==> config.mk <==
export PLATFORM = sky130hd
export DESIGN_NAME = ahb_protocol_monitor
export DESIGN_NICKNAME = d
export VERILOG_FILES = /design/src/rtl/ahb_mon_pkg.sv /design/src/rtl/ahb_mon_sat_cnt.sv /design/src/rtl/ahb_protocol_monitor.sv
export SDC_FILE = /design/constraint.sdc
export NUM_CORES = 1
export LEC_CHECK = 0
export ABC_CLOCK_PERIOD_IN_PS = 6000
export BUFFER_PORTS_ARGS = -buffer_cell sky130_fd_sc_hd__buf_4
export CAP_MARGIN = 15
export CORE_UTILIZATION = 30
export CTS_BUF_LIST = sky130_fd_sc_hd__clkbuf_4 sky130_fd_sc_hd__clkbuf_8
export DETAILED_ROUTE_END_ITERATION = 8
export GPL_ROUTABILITY_DRIVEN = 1
export GPL_TIMING_DRIVEN = 0
export SLEW_MARGIN = 30
export SYNTH_ARGS = -nofsm -noshare
export SYNTH_HDL_FRONTEND = slang
export SYNTH_SLANG_ARGS = --single-unit
==> constraint.sdc <==
create_clock -name hclk -period 6 [get_ports hclk]
set_input_delay 0.3 -clock hclk [delete_from_list [all_inputs] [get_ports hclk]]
set_output_delay 0.3 -clock hclk [all_outputs]
set_load 0.02 [all_outputs]
==> src/rtl/ahb_mon_pkg.sv <==
`default_nettype none
// ---------------------------------------------------------------------------
// ahb_mon_pkg : shared AHB-Lite encodings, FSM type and check indices for the
//               AES-AHB subordinate protocol monitor.
// Revision    : 1.0
// ---------------------------------------------------------------------------
package ahb_mon_pkg;

   localparam logic [1:0] HTRANS_IDLE   = 2'b00;
   localparam logic [1:0] HTRANS_BUSY   = 2'b01;
   localparam logic [1:0] HTRANS_NONSEQ = 2'b10;
   localparam logic [1:0] HTRANS_SEQ    = 2'b11;

   localparam logic [2:0] HBURST_SINGLE = 3'b000;
   localparam logic [2:0] HBURST_INCR4  = 3'b011;
   localparam logic [2:0] HBURST_INCR8  = 3'b101;

   localparam logic HRESP_OKAY  = 1'b0;
   localparam logic HRESP_ERROR = 1'b1;

   typedef enum logic [1:0] {
      D_IDLE = 2'd0,
      D_WAIT = 2'd1,
      D_ERR2 = 2'd2
   } dstate_e;

   localparam int CHK_ILL_NO_ERR   = 0;
   localparam int CHK_ERR_PROTO    = 1;
   localparam int CHK_WAIT_TMO     = 2;
   localparam int CHK_TRIG_NOSTALL = 3;
   localparam int CHK_HRESP_IDLE   = 4;
   localparam int NUM_CHK          = 5;

   function automatic logic burst_ok(input logic [2:0] burst);
      return (burst == HBURST_SINGLE) || (burst == HBURST_INCR4) || (burst == HBURST_INCR8);
   endfunction

endpackage
`default_nettype wire

==> src/rtl/ahb_mon_sat_cnt.sv <==
`default_nettype none
// ---------------------------------------------------------------------------
// ahb_mon_sat_cnt : saturating up-counter with synchronous clear.
// Revision        : 1.0
// ---------------------------------------------------------------------------
module ahb_mon_sat_cnt #(
   parameter int WIDTH = 16
) (
   input  logic             clk,
   input  logic             rst,
   input  logic             i_clr,
   input  logic             i_inc,
   output logic [WIDTH-1:0] o_count
);

   logic [WIDTH-1:0] r_count;

   // A clear that coincides with an increment restarts the count at one.
   always_ff @(posedge clk or posedge rst) begin
      if (rst) begin
         r_count <= '0;
      end else if (i_clr) begin
         r_count <= WIDTH'(i_inc);
      end else if (i_inc && !(&r_count)) begin
         r_count <= r_count + 1'b1;
      end
   end

   assign o_count = r_count;

endmodule
`default_nettype wire

==> src/rtl/ahb_protocol_monitor.sv <==
`default_nettype none
// ---------------------------------------------------------------------------
// ahb_protocol_monitor : passive AHB-Lite subordinate-side protocol checker
//                        with sticky flags and saturating event counters.
// Revision             : 1.0
// ---------------------------------------------------------------------------
module ahb_protocol_monitor #(
   parameter int                ADDR_W      = 32,
   parameter logic [ADDR_W-1:0] MAX_ADDR    = 32'h3C,
   parameter logic [2:0]        SIZE_OK     = 3'b010,
   parameter int                MAX_WAIT    = 16,
   parameter logic [ADDR_W-1:0] TRIG_ADDR   = 32'h2C,
   parameter int                TRIG_WINDOW = 2,
   parameter int                CNT_W       = 16
) (
   input  logic              hclk,
   input  logic              hrst,
   input  logic              hsel,
   input  logic [ADDR_W-1:0] haddr,
   input  logic [1:0]        htrans,
   input  logic              hwrite,
   input  logic [2:0]        hsize,
   input  logic [2:0]        hburst,
   input  logic              hready,
   input  logic              hreadyout,
   input  logic              hresp,
   input  logic              clr,
   output logic [4:0]        viol_flags,
   output logic              viol_any,
   output logic [CNT_W-1:0]  viol_count,
   output logic [CNT_W-1:0]  xfer_count
);

   import ahb_mon_pkg::*;

   localparam int WAIT_W = $clog2(MAX_WAIT + 1);
   localparam int TRIG_W = $clog2(TRIG_WINDOW + 1);

   dstate_e              r_state;
   dstate_e              w_state_nxt;
   logic                 r_ill_q;
   logic [WAIT_W-1:0]    r_wait_cnt;
   logic [TRIG_W-1:0]    r_trig_cnt;
   logic [NUM_CHK-1:0]   r_flags;
   logic                 r_any;
   logic [NUM_CHK-1:0]   w_det;
   logic                 w_accept;
   logic                 w_illegal;
   logic                 w_trig_start;
   logic                 w_active;
   logic                 w_done;
   logic                 w_wait_fire;
   logic                 w_trig_fire;

   assign w_accept     = hsel && hready && ((htrans == HTRANS_NONSEQ) || (htrans == HTRANS_SEQ));
   assign w_illegal    = (haddr > MAX_ADDR) || (hsize != SIZE_OK) || !burst_ok(hburst);
   assign w_trig_start = w_accept && hwrite && (haddr == TRIG_ADDR);
   assign w_active     = (r_state == D_WAIT) || (r_state == D_ERR2);

   // Fires on the MAX_WAIT-th consecutive stalled cycle; the counter then parks.
   assign w_wait_fire  = w_active && !hreadyout && (r_wait_cnt == WAIT_W'(MAX_WAIT - 1));
   assign w_trig_fire  = !w_trig_start && (r_trig_cnt == TRIG_W'(1)) && hreadyout;

   always_comb begin
      w_state_nxt = r_state;
      w_det       = '0;
      w_done      = 1'b0;
      case (r_state)
         D_IDLE: begin
            if (hresp == HRESP_ERROR) w_det[CHK_HRESP_IDLE] = 1'b1;
            if (w_accept) w_state_nxt = D_WAIT;
         end
         D_WAIT: begin
            if (hreadyout) begin
               w_done      = 1'b1;
               w_state_nxt = w_accept ? D_WAIT : D_IDLE;
               if (hresp == HRESP_ERROR) w_det[CHK_ERR_PROTO] = 1'b1;
            end else if (hresp == HRESP_ERROR) begin
               w_state_nxt = D_ERR2;
            end
         end
         D_ERR2: begin
            if (!(hresp && hreadyout)) w_det[CHK_ERR_PROTO] = 1'b1;
            if (hreadyout) begin
               w_done      = 1'b1;
               w_state_nxt = w_accept ? D_WAIT : D_IDLE;
            end
         end
         default: w_state_nxt = D_IDLE;
      endcase
      if (w_done && r_ill_q && (hresp == HRESP_OKAY)) w_det[CHK_ILL_NO_ERR] = 1'b1;
      if (w_wait_fire) w_det[CHK_WAIT_TMO]     = 1'b1;
      if (w_trig_fire) w_det[CHK_TRIG_NOSTALL] = 1'b1;
   end

   always_ff @(posedge hclk or posedge hrst) begin
      if (hrst) begin
         r_state    <= D_IDLE;
         r_ill_q    <= 1'b0;
         r_wait_cnt <= '0;
         r_trig_cnt <= '0;
         r_flags    <= '0;
         r_any      <= 1'b0;
      end else begin
         r_state <= w_state_nxt;
         if (w_accept) r_ill_q <= w_illegal;

         if (!w_active || hreadyout) begin
            r_wait_cnt <= '0;
         end else if (r_wait_cnt < WAIT_W'(MAX_WAIT)) begin
            r_wait_cnt <= r_wait_cnt + 1'b1;
         end

         // Any stall inside the window satisfies the trigger, so the window closes early.
         if (w_trig_start) begin
            r_trig_cnt <= TRIG_W'(TRIG_WINDOW);
         end else if (r_trig_cnt != '0) begin
            r_trig_cnt <= hreadyout ? (r_trig_cnt - 1'b1) : '0;
         end

         r_flags <= clr ? w_det : (r_flags | w_det);
         r_any   <= |r_flags;
      end
   end

   ahb_mon_sat_cnt #(.WIDTH(CNT_W)) u_viol_cnt (
      .clk     (hclk),
      .rst     (hrst),
      .i_clr   (clr),
      .i_inc   (|w_det),
      .o_count (viol_count)
   );

   ahb_mon_sat_cnt #(.WIDTH(CNT_W)) u_xfer_cnt (
      .clk     (hclk),
      .rst     (hrst),
      .i_clr   (clr),
      .i_inc   (w_done),
      .o_count (xfer_count)
   );

   assign viol_flags = r_flags;
   assign viol_any   = r_any;

endmodule
`default_nettype wire

-- Word level (Yosys, flattened, before mapping)
Cells that the tools add are included.
Widths: inputs -> output; s select.
- add/sub/neg operators: 4
- $lt $le $gt $ge: 2
- eq/ne operators: 13
- muxes and demuxes: 26
- bitwise gates (word level): 2
- reductions and logical operators: 39
- operators by type and width (kind ; number):
    $mux 16 ; 4
    $add 16x1->16 const B ; 2
    $eq 32x6->1 const B ; 1
    $gt 32x6->1 const B ; 1
    $reduce_and 16->1 ; 2
    $mux 5 ; 3
    $mux 2 ; 7
    $logic_and 1x1->1 ; 13
    $mux 1 ; 10
    $reduce_bool 2->1 ; 5
    $reduce_or 5->1 ; 2
    $logic_or 1x1->1 ; 7
    $eq 2x2->1 const B ; 3
    $logic_not 1->1 ; 6
    $pmux 2 s3 ; 1
    $add 5x1->5 const B ; 1
    $eq 5x4->1 const B ; 1
    $lt 5x5->1 const B ; 1
    $or 5x5->5 ; 1
    $eq 2x1->1 const B ; 2
    $ne 2x2->1 const B ; 2
    $eq 3x2->1 const B ; 1
    $eq 3x3->1 const B ; 1
    $logic_not 3->1 ; 1
    other kinds (8) ; 8
- register bits after elaboration: 48
- input bits: 48
- output and inout bits: 38

-- Depth between registers and ports, before layout
- depth after elaboration: 13
- gate-level depth with buffers: 10
- gate-level depth less buffers: 8

-- By module
Synthesis repeated with hierarchy kept, for this count alone.
- cell total of the unflattened synthesis: 310
- area total of the unflattened synthesis: 2991.6 um^2
- modules (own cells, without submodules) (module ; instances ; cells an instance ; area each (um^2) ; seq. area each (um^2)):
    ahb_mon_sat_cnt ; 2 ; 102 ; 996.0 ; 400.4
    ahb_protocol_monitor ; 1 ; 106 ; 999.7 ; 400.4

-- Worst setup path before layout
No wires, ideal clock.
- path type: flip-flop to flip-flop
- from: reg r_state[0]
- to: reg u_viol_cnt.r_count[11] (netlist: u_viol_cnt.o_count[11])
- arrival: 2.031 ns
- required time: 5.875 ns
- slack: 3.843 ns
- stages on the path, launching flop included: 9
- period minus slack after synthesis: 2.157 ns
- path through: dfrtp_1 > inv_1 > ha_1 > nand4b_1 > and3_1 > a32o_2 > buf_6 > nor4_1 > mux2_4
- cells in the longest elaborated chain, start to end: 9
- elaborated cells on any way between the ends: 17
- RTL lines (item ; RTL line ; RTL):
    start: declaration ; ahb_protocol_monitor.sv:39 ; dstate_e r_state;
    start signal: assignment ; ahb_protocol_monitor.sv:105 ; r_state <= w_state_nxt;
    $eq 2x1->1 or $eq 2x2->1 (tied branches) ; ahb_protocol_monitor.sv:58, ahb_protocol_monitor.sv:68 ;
    $reduce_or 2->1 (no source line) ; -- ;
    $mux 1 ; -- ;
    $logic_and 1x1->1 (2 in series) ; ahb_protocol_monitor.sv:91 ; if (w_done && r_ill_q && (hresp == HRESP_OKAY)) w_det[CHK_ILL_NO_ERR] = 1'b1;
    $mux 1 ; ahb_protocol_monitor.sv:91 ;
    $reduce_or 5->1 (*) ; ahb_protocol_monitor.sv:130 ; .i_inc (|w_det),
    $logic_and 1x1->1 (*) ; ahb_mon_sat_cnt.sv:24 ; end else if (i_inc && !(&r_count)) begin
    $reduce_bool 2->1 (no source line) (*) ; -- ;
    end signal: assignment ; ahb_mon_sat_cnt.sv:23 ; r_count <= WIDTH'(i_inc);
    end signal: assignment ; ahb_mon_sat_cnt.sv:25 ; r_count <= r_count + 1'b1;
    end: declaration ; ahb_mon_sat_cnt.sv:16 ; logic [WIDTH-1:0] r_count;
Every way passes the cells marked *; elsewhere a longest branch is shown, timed or not.
A chain may end at the register's enable or synchronous reset.

-- Worst setup path in the final report
Ends and elaborated chain as after synthesis.

==> impl_metrics.env <==
export IMPL_outcome="finished clean"
export IMPL_first_global_vias=2353
export IMPL_critPathMaxFanout=10
export IMPL_synth_mux_area_frac=0.0223
export IMPL_dp_cells=483
export IMPL_core_um2=8720
export IMPL_p_seq_frac=0.403
export IMPL_drive_above_1_share=0.279
export IMPL_fin_skew_ps=8.60
export IMPL_p_sw_uw=365
export IMPL_hold_path_class="primary input to asynchronous set/reset pin"
export IMPL_routedWlPerCell_um=13.3
export IMPL_rows=34
export IMPL_dieArea_um2=9370
export IMPL_arrival_ps=2630
export IMPL_synth_fa_ha_area_frac=0.0464
export IMPL_drc=0
export IMPL_slew_limit_headroom=0.600
export IMPL_syn_avg_cell_area_um2=9.27
export IMPL_ir_drop_mv=0.107
export IMPL_grt_pass1_wl_um=10900
export IMPL_grt_ovfl_total=0
export IMPL_finalHoldWorstSlack_ps=69.6
export IMPL_dp_hpwl_um=4900
export IMPL_start_kind="flop"
export IMPL_end_kind="flop"
export IMPL_fmax_mhz=412
export IMPL_drv_cap=0
export IMPL_firstDrtPassIters=4
export IMPL_synth_xor_xnor_area_share=0.0455
export IMPL_fillCellCount=885
export IMPL_synth_top_family_by_area="simple AND/OR/NAND/NOR gates"
export IMPL_power_density_nw_per_um2=283
export IMPL_numCtsBuffers=5
export IMPL_p_leak_nw=1.63
export IMPL_insertion_delay_ps=300
export IMPL_clkTransAtPathRegs_ps=90
export IMPL_ys_flop_type="dfrtp_1"
export IMPL_regArea_um2=1200
export IMPL_nets=440
export IMPL_fin_setup_tns_ps=0
export IMPL_setup_viol=0
export IMPL_portBuffers=84
export IMPL_post_cts_buffers=0
export IMPL_synthSimpleGateAreaFrac=0.271
export IMPL_swShare=0.363
export IMPL_synthesis_area_um2=2700
export IMPL_syn_num_nets=349
export IMPL_cts_max_path_buffers=2
export IMPL_yosysSeqAreaShare=0.445
export IMPL_maxSlewViolCount=0
export IMPL_period_needed_ps=2430
export IMPL_clockRootBuffer="clkbuf_8"
export IMPL_wl_um=6550
export IMPL_vias_per_cell=5.05
export IMPL_multiInputGateArea_um2=1370
export IMPL_gp_congestion=0.751
export IMPL_grt_setup_unrepaired="no"
export IMPL_grt_start_max_net_pins=49
export IMPL_grt_usage=0.142
export IMPL_htreeDepth=2
export IMPL_p_int_uw=642
export IMPL_hold_viol=0
export IMPL_synth_seq_cells=48
export IMPL_p_comb_frac=0.389
export IMPL_vias=2478
export IMPL_synth_edf_count=0
export IMPL_hold_buffers=0
export IMPL_stdcell_count=491
export IMPL_worst_slew_pin_slew_ps=600
export IMPL_critPathKind="flop to flop"
export IMPL_synth_cell_type_count=48
export IMPL_cts_resized=0
export IMPL_clkPwrFrac=0.208
export IMPL_die_h_um=96.8
export IMPL_area_delta_synth_final_pct=32.1
export IMPL_antenna_cells=0
export IMPL_yosysWarnings=0
export IMPL_postSynthCellCount=291
export IMPL_cts_tree="done"
export IMPL_async_reset_ff_frac=1.00
export IMPL_cts_sinks=48
export IMPL_synth_compound_area_frac=0.124
export IMPL_required_ps=6200
export IMPL_ant_nets=0
export IMPL_power_mw=1.01
export IMPL_antenna_found_initial=0
export IMPL_pin_count=86
export IMPL_initialDrtViolationCount=85
export IMPL_die_x_um=96.8
export IMPL_start_util=0.309
export IMPL_post_route_period_util=0.405
-- stage by stage --
step / util / setup WS (ps) / instance area, um^2
6_report: 0.408 / 3570 / 3560
5_1_grt: 0.408 / 3420 / 3560
4_1_cts: 0.408 / 3550 / 3560
3_5_place_dp: 0.397 / 3560 / 3460
3_3_place_gp: 0.397 / 3570 / 3460
2_1_floorplan: - / 3840 / 2700
-- cell usage in the layout (no fill, tap or decap), types with 8 or more instances in the layout --
cell type  netlist  final
nand2_1         22     22
inv_1           15     14
a21oi_1         12     12
buf_4            0     84
nor2_1          34     34
ha_1            10     10
and3_1          12     12
or3_1            9      9
nand3_1         16     16
nor3_1           8      8
dfrtp_1         48     48
o21ai_0         11     11
-- power by group through the flow --
stage	Combinational [mW]	Sequential, mW	Clock [mW]
6_report	0.392	0.406	0.209
5_1_grt	0.432	0.412	0.229
4_1_cts	0.397	0.406	0.217
3_5_place_dp	0.395	0.412	0
3_3_place_gp	0.389	0.412	0
2_1_floorplan	0.240	0.433	0
-- cells in the mapped netlist, types with 3 or more instances --
| cell type | n | area, um^2 |
|---|---|---|
| nor4_1 | 7 | 43.8 |
| and3_1 | 12 | 75.1 |
| o21ai_1 | 6 | 30.0 |
| xor2_1 | 7 | 61.3 |
| nand2b_1 | 3 | 18.8 |
| mux2i_1 | 3 | 30.0 |
| nand2_1 | 22 | 82.6 |
| o21ai_0 | 11 | 55.1 |
| nand4_1 | 7 | 43.8 |
| clkbuf_1 | 5 | 18.8 |
| xnor2_1 | 7 | 61.3 |
| nor2_1 | 34 | 128 |
| a21oi_1 | 12 | 60.1 |
| o211ai_1 | 5 | 37.5 |
| inv_1 | 15 | 56.3 |
| nor3_1 | 8 | 40.0 |
| ha_1 | 10 | 125 |
| or4_1 | 4 | 30.0 |
| nand3_1 | 16 | 80.1 |
| nor2b_1 | 6 | 37.5 |
| dfrtp_1 | 48 | 1200 |
| or3_1 | 9 | 56.3 |
-- flip-flops by register name, indices dropped and copies added, names as in the netlist --
signal / count
u_xfer_cnt.o_count: 16
viol_flags: 5
u_viol_cnt.o_count: 16
r_state: 2
r_wait_cnt: 5
viol_any: 1
r_trig_cnt: 2
r_ill_q: 1
-- final cells by class --
cell class / instances / share of cell area
inverter: 16 / 0.0176
clock inverter: 1 / 0.00211
multi-input combinational: 219 / 0.386
clock buffer: 7 / 0.0253
tap: 108 / 0.0379
buffer: 8 / 0.0172
timing repair buffer: 84 / 0.177
sequential: 48 / 0.337
-- critical path: stages, from the launching register on --
cell	delay, ps
dfrtp_1	410
inv_1	80
ha_1	390
nand4b_1	150
and3_1	230
a32o_2	250
buf_6	140
nor4_1	350
mux2_4	330
-- cells by family after synthesis --
family          after synthesis
compound gates               51
xor+xnor                     14
fa+ha+maj                    10
buf+inv                      24
flops                        48
mux                           5
simple gates                139
-- per-layer routing --
| layer | part of all wire | vias to the layer above | global-route usage |
|---|---|---|---|
| li1 | - | 1226 | - |
| met1 | 0.44 | 1167 | 0.177 |
| met2 | 0.49 | 78 | 0.243 |
| met3 | 0.060 | 7 | 0.0383 |
| met4 | 0.0086 | 0 | 0.0310 |
| met5 | 0 | - | 0 |
-- path summary, 6_finish.rpt --
| path | slack, ps | endpoint | cells after the start | start |
|---|---|---|---|---|
| max | 3570 | u_viol_cnt.o_count[11]$_DFFE_PP0P_ | 8 | r_state[0]$_DFFE_PP0P_ |
| min | 70 | u_xfer_cnt.o_count[11]$_DFFE_PP0P_ | 2 | hrst |
| min in group hclk | 270 | u_viol_cnt.o_count[12]$_DFFE_PP0P_ | 3 | clr |
| max reg2reg | 3570 | u_viol_cnt.o_count[11]$_DFFE_PP0P_ | 8 | r_state[0]$_DFFE_PP0P_ |
| max in group asynchronous | 5520 | r_trig_cnt[1]$_DFFE_PP0P_ | 2 | hrst |
| min reg2reg | 490 | r_trig_cnt[1]$_DFFE_PP0P_ | 1 | r_trig_cnt[1]$_DFFE_PP0P_ |
Note: power is estimated with default switching activity, not from simulation.
